`src/rtl/mem_access_stage.sv`:
```
// MEM stage of the pipelined ARMv8 core.
// Resolves the conditional branch, runs a req/ack handshake to data memory,
// loads the MEM/WB pipeline register and stalls upstream while memory is busy.
// Ports:
//   clk, rst_n                 clock, async active-low reset
//   ex_*                       EX/MEM results and control from the execution stage
//   dmem_req/we/addr/wdata     registered request to data memory, held until ack
//   dmem_ack/rdata             memory completion and load data
//   stall                      combinational freeze of PC, IF/ID, ID/EX, EX/MEM
//   pc_src, branch_target      combinational branch resolution
//   wb_*                       MEM/WB pipeline register
module mem_access_stage #(
  parameter int unsigned DATA_W = 64,
  parameter int unsigned REG_W  = 5
) (
  input  logic              clk,
  input  logic              rst_n,
  input  logic              ex_valid,
  input  logic [DATA_W-1:0] ex_alu_result,
  input  logic [DATA_W-1:0] ex_write_data,
  input  logic              ex_zero,
  input  logic [DATA_W-1:0] ex_branch_target,
  input  logic              ex_branch,
  input  logic              ex_mem_read,
  input  logic              ex_mem_write,
  input  logic              ex_reg_write,
  input  logic              ex_mem_to_reg,
  input  logic [REG_W-1:0]  ex_rd,
  output logic              dmem_req,
  output logic              dmem_we,
  output logic [DATA_W-1:0] dmem_addr,
  output logic [DATA_W-1:0] dmem_wdata,
  input  logic              dmem_ack,
  input  logic [DATA_W-1:0] dmem_rdata,
  output logic              stall,
  output logic              pc_src,
  output logic [DATA_W-1:0] branch_target,
  output logic              wb_valid,
  output logic              wb_reg_write,
  output logic              wb_mem_to_reg,
  output logic [REG_W-1:0]  wb_rd,
  output logic [DATA_W-1:0] wb_alu_result,
  output logic [DATA_W-1:0] wb_read_data
);

  typedef enum logic {
    IDLE   = 1'b0,
    ACCESS = 1'b1
  } state_t;

  state_t              state_q;
  state_t              state_d;
  logic                memop;
  logic                req_d;
  logic                we_d;
  logic [DATA_W-1:0]   addr_d;
  logic [DATA_W-1:0]   wdata_d;
  logic                wb_load;
  logic                wb_valid_d;
  logic [DATA_W-1:0]   wb_read_data_d;

  // Load and store both set is illegal; ex_mem_write wins so it issues as a store.
  assign memop         = ex_valid & (ex_mem_read | ex_mem_write);
  assign pc_src        = ex_valid & ex_branch & ex_zero & (state_q == IDLE);
  assign branch_target = ex_branch_target;

  // Next-state, request and MEM/WB load decisions.
  always_comb begin
    state_d        = state_q;
    req_d          = dmem_req;
    we_d           = dmem_we;
    addr_d         = dmem_addr;
    wdata_d        = dmem_wdata;
    wb_load        = 1'b0;
    wb_valid_d     = 1'b0;
    wb_read_data_d = wb_read_data;
    stall          = 1'b0;
    case (state_q)
      IDLE: begin
        if (memop) begin
          // Launch the request; a bubble enters WB while memory works.
          req_d   = 1'b1;
          we_d    = ex_mem_write;
          addr_d  = ex_alu_result;
          wdata_d = ex_write_data;
          stall   = 1'b1;
          state_d = ACCESS;
        end else begin
          wb_load        = 1'b1;
          wb_valid_d     = ex_valid;
          wb_read_data_d = '0;
        end
      end
      ACCESS: begin
        if (dmem_ack) begin
          wb_load        = 1'b1;
          wb_valid_d     = 1'b1;
          wb_read_data_d = dmem_we ? '0 : dmem_rdata;
          req_d          = 1'b0;
          we_d           = 1'b0;
          state_d        = IDLE;
        end else begin
          stall = 1'b1;
        end
      end
      default: state_d = IDLE;
    endcase
  end

  // State, memory request and MEM/WB registers.
  always_ff @(posedge clk or negedge rst_n) begin
    if (!rst_n) begin
      state_q       <= IDLE;
      dmem_req      <= 1'b0;
      dmem_we       <= 1'b0;
      dmem_addr     <= '0;
      dmem_wdata    <= '0;
      wb_valid      <= 1'b0;
      wb_reg_write  <= 1'b0;
      wb_mem_to_reg <= 1'b0;
      wb_rd         <= '0;
      wb_alu_result <= '0;
      wb_read_data  <= '0;
    end else begin
      state_q      <= state_d;
      dmem_req     <= req_d;
      dmem_we      <= we_d;
      dmem_addr    <= addr_d;
      dmem_wdata   <= wdata_d;
      wb_valid     <= wb_valid_d;
      wb_read_data <= wb_read_data_d;
      if (wb_load) begin
        wb_reg_write  <= ex_reg_write;
        wb_mem_to_reg <= ex_mem_to_reg;
        wb_rd         <= ex_rd;
        wb_alu_result <= ex_alu_result;
      end
    end
  end

endmodule
```
`config.mk`:
```
export PLATFORM = sky130hd
export DESIGN_NAME = mem_access_stage
export DESIGN_NICKNAME = d
export VERILOG_FILES = /design/src/rtl/mem_access_stage.sv
export SDC_FILE = /design/constraint.sdc
export NUM_CORES = 1
export LEC_CHECK = 0
export BUFFER_PORTS_ARGS = -buffer_cell sky130_fd_sc_hd__buf_2
export CELL_PAD_IN_SITES_DETAIL_PLACEMENT = 0
export CELL_PAD_IN_SITES_GLOBAL_PLACEMENT = 1
export CORE_AREA = 2 2 234 236
export CTS_CLUSTER_SIZE = 30
export DETAILED_ROUTE_END_ITERATION = 8
export DIE_AREA = 0 0 236 238
export PLACE_DENSITY_LB_ADDON = 0.1
export SETUP_SLACK_MARGIN = 0.1
export SLEW_MARGIN = 15
export SYNTH_ARGS = -nofsm -noshare
export SYNTH_HDL_FRONTEND = slang
export SYNTH_SLANG_ARGS = --single-unit
```
`constraint.sdc`:
```
create_clock -name clk -period 1.4 [get_ports clk]
set_input_delay 0.07 -clock clk [delete_from_list [all_inputs] [get_ports clk]]
set_output_delay 0.07 -clock clk [all_outputs]
set_load 0.01 [all_outputs]
```
==> impl_metrics.yaml <==
global_routing:
  met3_usage: 0.05495
  busiest_layer: "met2"
  use_met2: 0.2500
  grt_max_degree: 67
  grt_pass1_vias: 9398
  antenna_found_initial: 2
  grt_usage: 0.1467
  grt_overflow: 0
  grtUsageMet1: 0.1742
  grt_first_pass_wirelength_mm: 62.38
worst_setup_path:
  cp.required_ns: 1.82
  crit_path_end_kind: "flip-flop"
  arrival_ns: 2.14
  cp-start-kind: "flip-flop"
  critPathKind: "flip-flop to flip-flop"
  crit_fanout: 6
  reg2reg_slack_ns: -0.32
job:
  max_cap_violations: 0
clock_network:
  cts-root-buf: "clkbuf_16"
  h-tree-depth: 2
  cts_buffers: 37
  path_clk_slew_ns: 0.06
  cts_tree: "built"
  insertion_delay_ns: 0.54
  clockBufferDepth: 3
  numClockSinks: 267
worst_hold_path:
  hold_class: "primary input to flip-flop"
layout:
  syn2layout_area_growth_pct: 69.65
  final_core_util: 0.3453
  multi_input_area_um2: 3864
  fin_nets: 1682
  antenna_cells: 0
  final_cell_area_um2: 18470
  nFillCells: 5328
  regArea_um2: 6684
  drive_gt1_frac: 0.5629
synth:
  yosysTopAreaCellShare: 0.6137
  synth_cell_types: 17
  ys_ff_latch: 267
  synth_top_area_cell: "dfrtp_1"
  avgSynthCellArea_um2: 15.10
  synth.area.top_cells: "dfrtp_1, mux2_2, and4b_1"
  synth_common_cells: "dfrtp_1, mux2_2, buf_4, a21o_1, and4b_1"
  synth_nets: 992
  synth_edf_count: 0
  ys_warn_count: 0
  async_flop_share: 1.000
  yosysSeqAreaShare: 0.6137
  yosysMostFrequentCell: "dfrtp_1"
  postSynthCellCount: 721
  syn_area_um2: 10890
  ys.flop_type: "dfrtp_1"
power:
  clock_power_share: 0.366
  comb_power_share: 0.258
  p_int_mw: 18.77
  vdd_drop_max_v: 0.0007868
  swShare: 0.2809
  leakage_nw: 9.553
  seqPwrFrac: 0.376
  p_per_area_nw_per_um2: 1413
  p_sw_mw: 7.329
run_status:
  violations: "negative setup slack"
  status: "complete, but fails checks"
route:
  finalWirelength_mm: 42.09
  routedWlPerCell_um: 19.71
  via_per_inst: 4.024
  antenna_left: 0
  dr.pass1.iters: 4
  num_vias: 8592
  dr.first_iter.drc_count: 292
  remaining_drc_errors: 0
floorplan:
  die_h_um: 238
  core_um2: 53500
  die_area_um2: 56170
  chipWidth_um: 236
  io-pin-count: 603
  initial_utilization: 0.2035
  row_count: 85
sta:
  tightest_slew_ns: 0.3998
  slew_violations: 0
  rsz0062_at_grt: "yes"
  slew-limit-headroom: 0.7326
  hold_viol: 0
  finalSetupViolations: 264
  fmax_mhz: 580.8
  period_needed_ns: 1.722
  worst_slack_ns: -0.3219
  post-route-period-util: 1.230
  hold_ws_ns: 0.06012
  tns_ns: -59.40
  skew_ns: 0.01425
placed_design:
  pre_cts_ws_ns: -0.1513
  port_buffers: 474
  detailed_place_hpwl_mm: 27.96
  gp_congestion: 0.7272
  place_area_um2: 14420
## cell usage in the layout (no fill, tap or decap), drive strengths merged
cell / instances
nor2: 1
nor3: 1
o21ai: 1
inv: 2
dfrtp: 267
a21o: 65
dlygate4sd3: 208
a22oi: 1
o22ai: 1
nand2: 4
mux2i: 1
bufinv: 2
and4b: 64
clkbuf: 62
mux2: 199
buf: 547
o41ai: 1
bufbuf: 4
clkinv: 7
clkinvlp: 1
## layout make-up
| class | count | share of cell area |
|---|---|---|
| Inverter | 1 | 0.0002032 |
| Clock inverter | 11 | 0.006029 |
| Sequential cell | 267 | 0.3618 |
| Timing Repair Buffer | 765 | 0.3144 |
| Multi-Input combinational cell | 339 | 0.2092 |
| Tap cell | 696 | 0.04714 |
| Clock buffer | 56 | 0.06117 |
## cell families after synthesis
kind of cell           count (synthesis)  synth area share
AND/OR/NAND/NOR                       70           0.06102
buffers and inverters                115           0.06975
flip-flops                           267            0.6137
multiplexers                         200            0.2079
AO/OA/AOI/OAI                         69           0.04769
## critical path, cell delays in order (launching register included)
cell	delay, ns
dfrtp_2	0.44
buf_4	0.16
nor2_4	0.17
buf_4	0.19
buf_12	0.17
clkbuf_16	0.17
mux2_4	0.29
## worst paths after layout
check / startpoint / to / depth (start not counted)
max: state_q$_DFF_PN0_ / dmem_wdata[8]$_DFFE_PN0P_ / 6
min: ex_valid / dmem_we$_DFFE_PN0P_ / 5
max reg2reg: state_q$_DFF_PN0_ / dmem_wdata[8]$_DFFE_PN0P_ / 6
min reg2reg: wb_read_data[16]$_DFFE_PN0P_ / wb_read_data[16]$_DFFE_PN0P_ / 1
max in group asynchronous: rst_n / wb_alu_result[8]$_DFFE_PN0P_ / 3
min in group asynchronous: rst_n / wb_alu_result[28]$_DFFE_PN0P_ / 3
## per-layer routing
metal  part of all wire  vias up
li1                   -     3915
met1               0.41     4241
met2               0.50      375
met3              0.080       57
met4              0.018        4
met5            0.00055        -
## metrics by stage
step	instances	total power, mW
final	2135	26.10
after CTS	2127	26.62
after global routing	2135	27.45
after global placement	1825	15.81
after detailed placement	1825	15.79
after floorplan	721	13.10
## power groups by stage
stage	clock [mW]	sequential, mW	combinational [mW]
3_3_place_gp	0	9.92	5.90
3_5_place_dp	0	9.93	5.86
5_1_grt	10.3	9.99	7.21
4_1_cts	9.98	9.82	6.82
2_1_floorplan	0	10.5	2.55
6_report	9.56	9.81	6.72
## timing repair
| action | CTS | global route |
|---|---|---|
| pin swaps | 5 | 1 |
| setup buffers | 18 | 5 |
| gates resized for setup | 25 | 5 |
| endpoints found under the setup margin | 263 | 269 |
| cloned | 9 | 6 |
| endpoints found under the hold margin | 532 | 0 |
| hold buffers | 208 | 0 |
Note: power is estimated with default switching activity, not from simulation.
